[src/rtl/matrix_sweep_ctrl.sv]
// Purpose: walks a ROWS x COLS matrix (full or upper-triangular) and emits one (row, col, idx) beat per transfer.
// Latency: first beat is valid one cycle after start is accepted; done pulses one cycle after the final transfer.
// Backpressure: with valid=1 and ready=0 the beat holds stable; valid never depends combinationally on ready.
module matrix_sweep_ctrl #(
  parameter int ROWS  = 4,
  parameter int COLS  = 4,
  parameter int ROW_W = (ROWS > 1) ? $clog2(ROWS) : 1,
  parameter int COL_W = (COLS > 1) ? $clog2(COLS) : 1,
  parameter int IDX_W = ((ROWS * COLS) > 1) ? $clog2(ROWS * COLS) : 1
) (
  input  logic             clk,
  input  logic             rst,
  input  logic             start,
  input  logic             tri_mode,
  input  logic             abort,
  output logic             busy,
  output logic             done,
  output logic             valid,
  input  logic             ready,
  output logic [ROW_W-1:0] row,
  output logic [COL_W-1:0] col,
  output logic [IDX_W-1:0] idx,
  output logic             last
);

  typedef enum logic [1:0] {
    IDLE = 2'd0,
    RUN  = 2'd1,
    DONE = 2'd2
  } state_t;

  localparam logic [ROW_W-1:0] ROW_MAX = ROW_W'(ROWS - 1);
  localparam logic [COL_W-1:0] COL_MAX = COL_W'(COLS - 1);

  state_t           state_q, state_d;
  logic [ROW_W-1:0] row_q, row_d;
  logic [COL_W-1:0] col_q, col_d;
  logic [IDX_W-1:0] idx_q, idx_d;
  logic             tri_q, tri_d;
  logic [ROW_W-1:0] row_inc;
  logic             at_end;

  // State and coordinate registers; everything returns to zero on reset.
  always_ff @(posedge clk or negedge rst) begin
    if (!rst) begin
      state_q <= IDLE;
      row_q   <= '0;
      col_q   <= '0;
      idx_q   <= '0;
      tri_q   <= 1'b0;
    end else begin
      state_q <= state_d;
      row_q   <= row_d;
      col_q   <= col_d;
      idx_q   <= idx_d;
      tri_q   <= tri_d;
    end
  end

  // Next-state, coordinate stepping and registered-state-derived outputs.
  // Coordinates are cleared whenever the sweep ends so the row counter never
  // steps past ROWS-1 and IDLE always presents zeros.
  always_comb begin
    state_d = state_q;
    row_d   = row_q;
    col_d   = col_q;
    idx_d   = idx_q;
    tri_d   = tri_q;
    row_inc = row_q + ROW_W'(1);
    at_end  = (row_q == ROW_MAX) && (col_q == COL_MAX);

    busy  = (state_q == RUN);
    valid = (state_q == RUN);
    done  = (state_q == DONE);
    last  = (state_q == RUN) && at_end;
    row   = row_q;
    col   = col_q;
    idx   = idx_q;

    unique case (state_q)
      IDLE: begin
        if (start) begin
          tri_d   = tri_mode;
          row_d   = '0;
          col_d   = '0;
          idx_d   = '0;
          state_d = RUN;
        end
      end
      RUN: begin
        // abort wins over a coincident transfer: the sweep ends without done
        if (abort) begin
          state_d = IDLE;
          row_d   = '0;
          col_d   = '0;
          idx_d   = '0;
        end else if (ready) begin
          if (at_end) begin
            state_d = DONE;
            row_d   = '0;
            col_d   = '0;
            idx_d   = '0;
          end else begin
            idx_d = idx_q + IDX_W'(1);
            if (col_q != COL_MAX) begin
              col_d = col_q + COL_W'(1);
            end else begin
              row_d = row_inc;
              // triangular rows start on the diagonal of the new row
              col_d = tri_q ? COL_W'(row_inc) : '0;
            end
          end
        end
      end
      DONE: begin
        state_d = IDLE;
      end
      default: begin
        state_d = IDLE;
      end
    endcase
  end

endmodule

[config.mk]
export PLATFORM = sky130hd
export DESIGN_NAME = matrix_sweep_ctrl
export DESIGN_NICKNAME = d
export VERILOG_FILES = /design/src/rtl/matrix_sweep_ctrl.sv
export SDC_FILE = /design/constraint.sdc
export NUM_CORES = 1
export LEC_CHECK = 0
export BUFFER_PORTS_ARGS = -buffer_cell sky130_fd_sc_hd__clkbuf_2
export CORE_MARGIN = 2
export CORE_UTILIZATION = 38
export DETAILED_ROUTE_END_ITERATION = 10
export GPL_ROUTABILITY_DRIVEN = 0
export PLACE_DENSITY = 0.58
export REMOVE_ABC_BUFFERS = 1
export SLEW_MARGIN = 20
export SYNTH_ARGS = -nofsm -noshare
export SYNTH_HDL_FRONTEND = slang
export SYNTH_SLANG_ARGS = --single-unit
[constraint.sdc]
create_clock -name clk -period 1.9 [get_ports clk]
set_input_delay 0.095 -clock clk [delete_from_list [all_inputs] [get_ports clk]]
set_output_delay 0.095 -clock clk [all_outputs]
set_load 0.03 [all_outputs]
==> results by group <==
Synthesis
  – Post-synthesis register bit count: 11
  – Number of synthesized flops with an enable pin: 0
  – Synth Cell Area: 648 um2
  – Avg Inst Size Synth: 10.5 um2
  – Area leader, netlist: dfrtp_1
  – Cells after synthesis: 62
  – Synth top area cells: dfrtp_1, ha_1, o311ai_4, o21ai_0, inv_1
  – Top cell type's share of synthesized area: 42.5%
  – Fraction of registers with async set/reset: 100%
  – Post-synthesis sequential area ratio: 42.5%
  – Most frequent cells after synthesis: dfrtp_1, inv_1, o21ai_0, ha_1
  – Top-count cell post-synth: dfrtp_1
  – Top_reg_cell synth: dfrtp_1
  – Netlist cell types: 30
  – Yosys warnings: 0

CTS
  – CTS Sinks: 11
  – Hold buffer count at CTS: 1
  – CTS max path bufs: 2
  – Total setup buffers inserted after CTS: 0
  – Clk slew on worst S/H paths: 0.08 ns
  – CTS buffer count: 3
  – Root Driver: clkbuf_4
  – Worst-Skew Late Latency: 0.27 ns
  – CTS resizes: 0
  – CTS tree: done
  – H-tree levels: 1

Routing
  – Vias per cell: 5.48
  – DRC: 0
  – Total Routed Length: 1.42 mm
  – Detail Route Antenna Nets: 0
  – Met2 wire len: 618 um
  – Metal1 wirelength: 724 um
  – Wire length per cell: 13.6 um
  – Detailed-route via count: 575
  – Uppermost routed layer: met4
  – Met3 wire length: 71 um
  – Drt pass-1 iters: 4
  – Initial drt markers: 11

Timing
  – Slew headroom: 69.7%
  – Worst Tran Pin Value: 0.454 ns
  – Fin crit share: 92.8%
  – Slew Limit Fails: 0
  – Final number of hold-violating endpoints: 0
  – Final worst path period need: 1.76 ns
  – Fmax: 567 MHz
  – Clk_skew: 0.00830 ns
  – RSZ-0062 raised after global routing: false
  – Final Setup Violations: 0

Finish
  – Final core utilization: 53.0%
  – Fillcell total: 151
  – Final #Nets: 100
  – Area growth from synthesis to layout: 27.6%
  – Share of cells above drive strength 1: 34.8%
  – # diodes: 0

Global routing
  – GRT Total Usage: 17.5%
  – Vias in the first global route: 586
  – Grt ovf: 0
  – Initial antenna violation count: 0
  – Wire length of the first global-routing pass: 2.54 mm
  – Largest net degree at the start of global routing: 12

Setup path
  – Top delay family on crit path: simple AND/OR/NAND/NOR gates
  – Critical path startpoint category: flop
  – Worst EP required: 2.06 ns
  – Worst setup EP type: flop
  – Crit path depth: 4
  – Crit path buffers/inverters: 0
  – CP arrival: 1.93 ns
  – Max Fanout on Critical Path: 5
  – WS Path Type: flop to flop
  – FF-to-FF path depth: 4
  – Crit path cell chain: ha_1 > and2_1 > or4_4 > o311ai_4
  – CP peak stage delay: 0.60 ns
  – Max stage delay cell, worst path: or4_4

Pwr
  – Power Dens Cells: 935 mW/mm2
  – Pleak: 0.422 nW
  – Max VDD drop: 452 uV
  – Final Power: 0.000773 W

Min path
  – Hold-critical path depth: 2
  – Worst hold path type: primary input to flop

Outcome
  – Status: completed

Placement
  – Post-DP HPWL: 1.14 mm
  – Port bufs: 17

Flow run
  – Number of max-cap violations: 0

Floorplan
  – Num ports: 18
  – Full die area: 0.00205 mm2
  – Core Box Area: 0.00156 mm2
  – Initial core utilization: 41.6%
  – Number of cell rows: 14
  – Die Ht: 45.3 um
  – Die width: 45.3 um
cell families (layout without fill, tap and decap cells):
logic type,Yosys count,after routing,share of synthesized area (%)
buffers and inverters,7,34,4.63
AND/OR/NAND/NOR,19,19,18.0
adder cells (fa/ha/maj),4,4,7.72
flip-flops,11,11,42.5
AO/OA/AOI/OAI,19,19,23.9
multiplexers,2,2,3.28
sequential cells by signal (all words and copies together) (netlist names):
register and count:
col 2, idx 4, row 2, state_q 2, tri_q 1
worst register-to-register path, stage by stage (launching register included):
cell,delay (ns)
dfrtp_1,0.41
ha_1,0.20
and2_1,0.18
or4_4,0.60
o311ai_4,0.28
metal layers:
metal,global-route usage [%],up-vias
li1,-,286
met1,22.4,270
met2,26.9,17
met3,4.40,2
met4,10.0,0
met5,0,-
placed cells by master (no fill, tap or decap), drive strengths merged, types with 2 or more instances in the layout:
| cell | netlist | layout |
|---|---|---|
| a21oi | 2 | 2 |
| a31oi | 2 | 2 |
| buf | 1 | 6 |
| clkbuf | 0 | 21 |
| dfrtp | 11 | 11 |
| ha | 4 | 4 |
| inv | 6 | 6 |
| nand2 | 3 | 3 |
| nand4 | 2 | 2 |
| nor2 | 2 | 2 |
| nor2b | 2 | 2 |
| nor3b | 3 | 3 |
| o21ai | 6 | 6 |
| o2bb2ai | 2 | 2 |
| o311ai | 2 | 2 |
path summary, 6_finish.rpt:
path / from / end / slack [ns]
max: col[1] / idx[3] / 0.14
min in group asynchronous: rst / state_q[0] / 0.23
max reg2reg: col[1] / idx[3] / 0.14
max in group asynchronous: rst / idx[2] / 1.44
min reg2reg: idx[0] / idx[0] / 0.53
min: tri_mode / tri_q / 0.06
area by class of cell:
cell class | count | area, um2 | area share (%)
inverter | 6 | 22.5 | 2.72
sequential | 11 | 275 | 33.3
clock buffer | 4 | 26.3 | 3.18
timing repair buffer | 24 | 140 | 16.9
multi-input combinational | 44 | 343 | 41.5
tap | 16 | 20.0 | 2.42
where the power goes:
| group | leakage [nW] | total, W | switching [W] | internal (W) |
|---|---|---|---|---|
| clock | 0.0150 | 0.000160 | 0.0000788 | 0.0000811 |
| sequential | 0.146 | 0.000304 | 0.0000315 | 0.000273 |
| combinational | 0.261 | 0.000309 | 0.000192 | 0.000117 |
stage by stage:
stage	setup TNS (ns)	area [um2]	std cells	hold slack (ns)	worst slack (ns)
after floorplan	-0.0165	641	61	-0.201	-0.0165
after global placement	0	791	100	-0.00830	0.199
after detailed placement	0	791	100	-0.0104	0.151
after CTS	0	827	105	0.0561	0.135
after global routing	0	827	105	0.0627	0.0788
final	0	827	105	0.0557	0.137
Power figures use the tool's default switching activity.
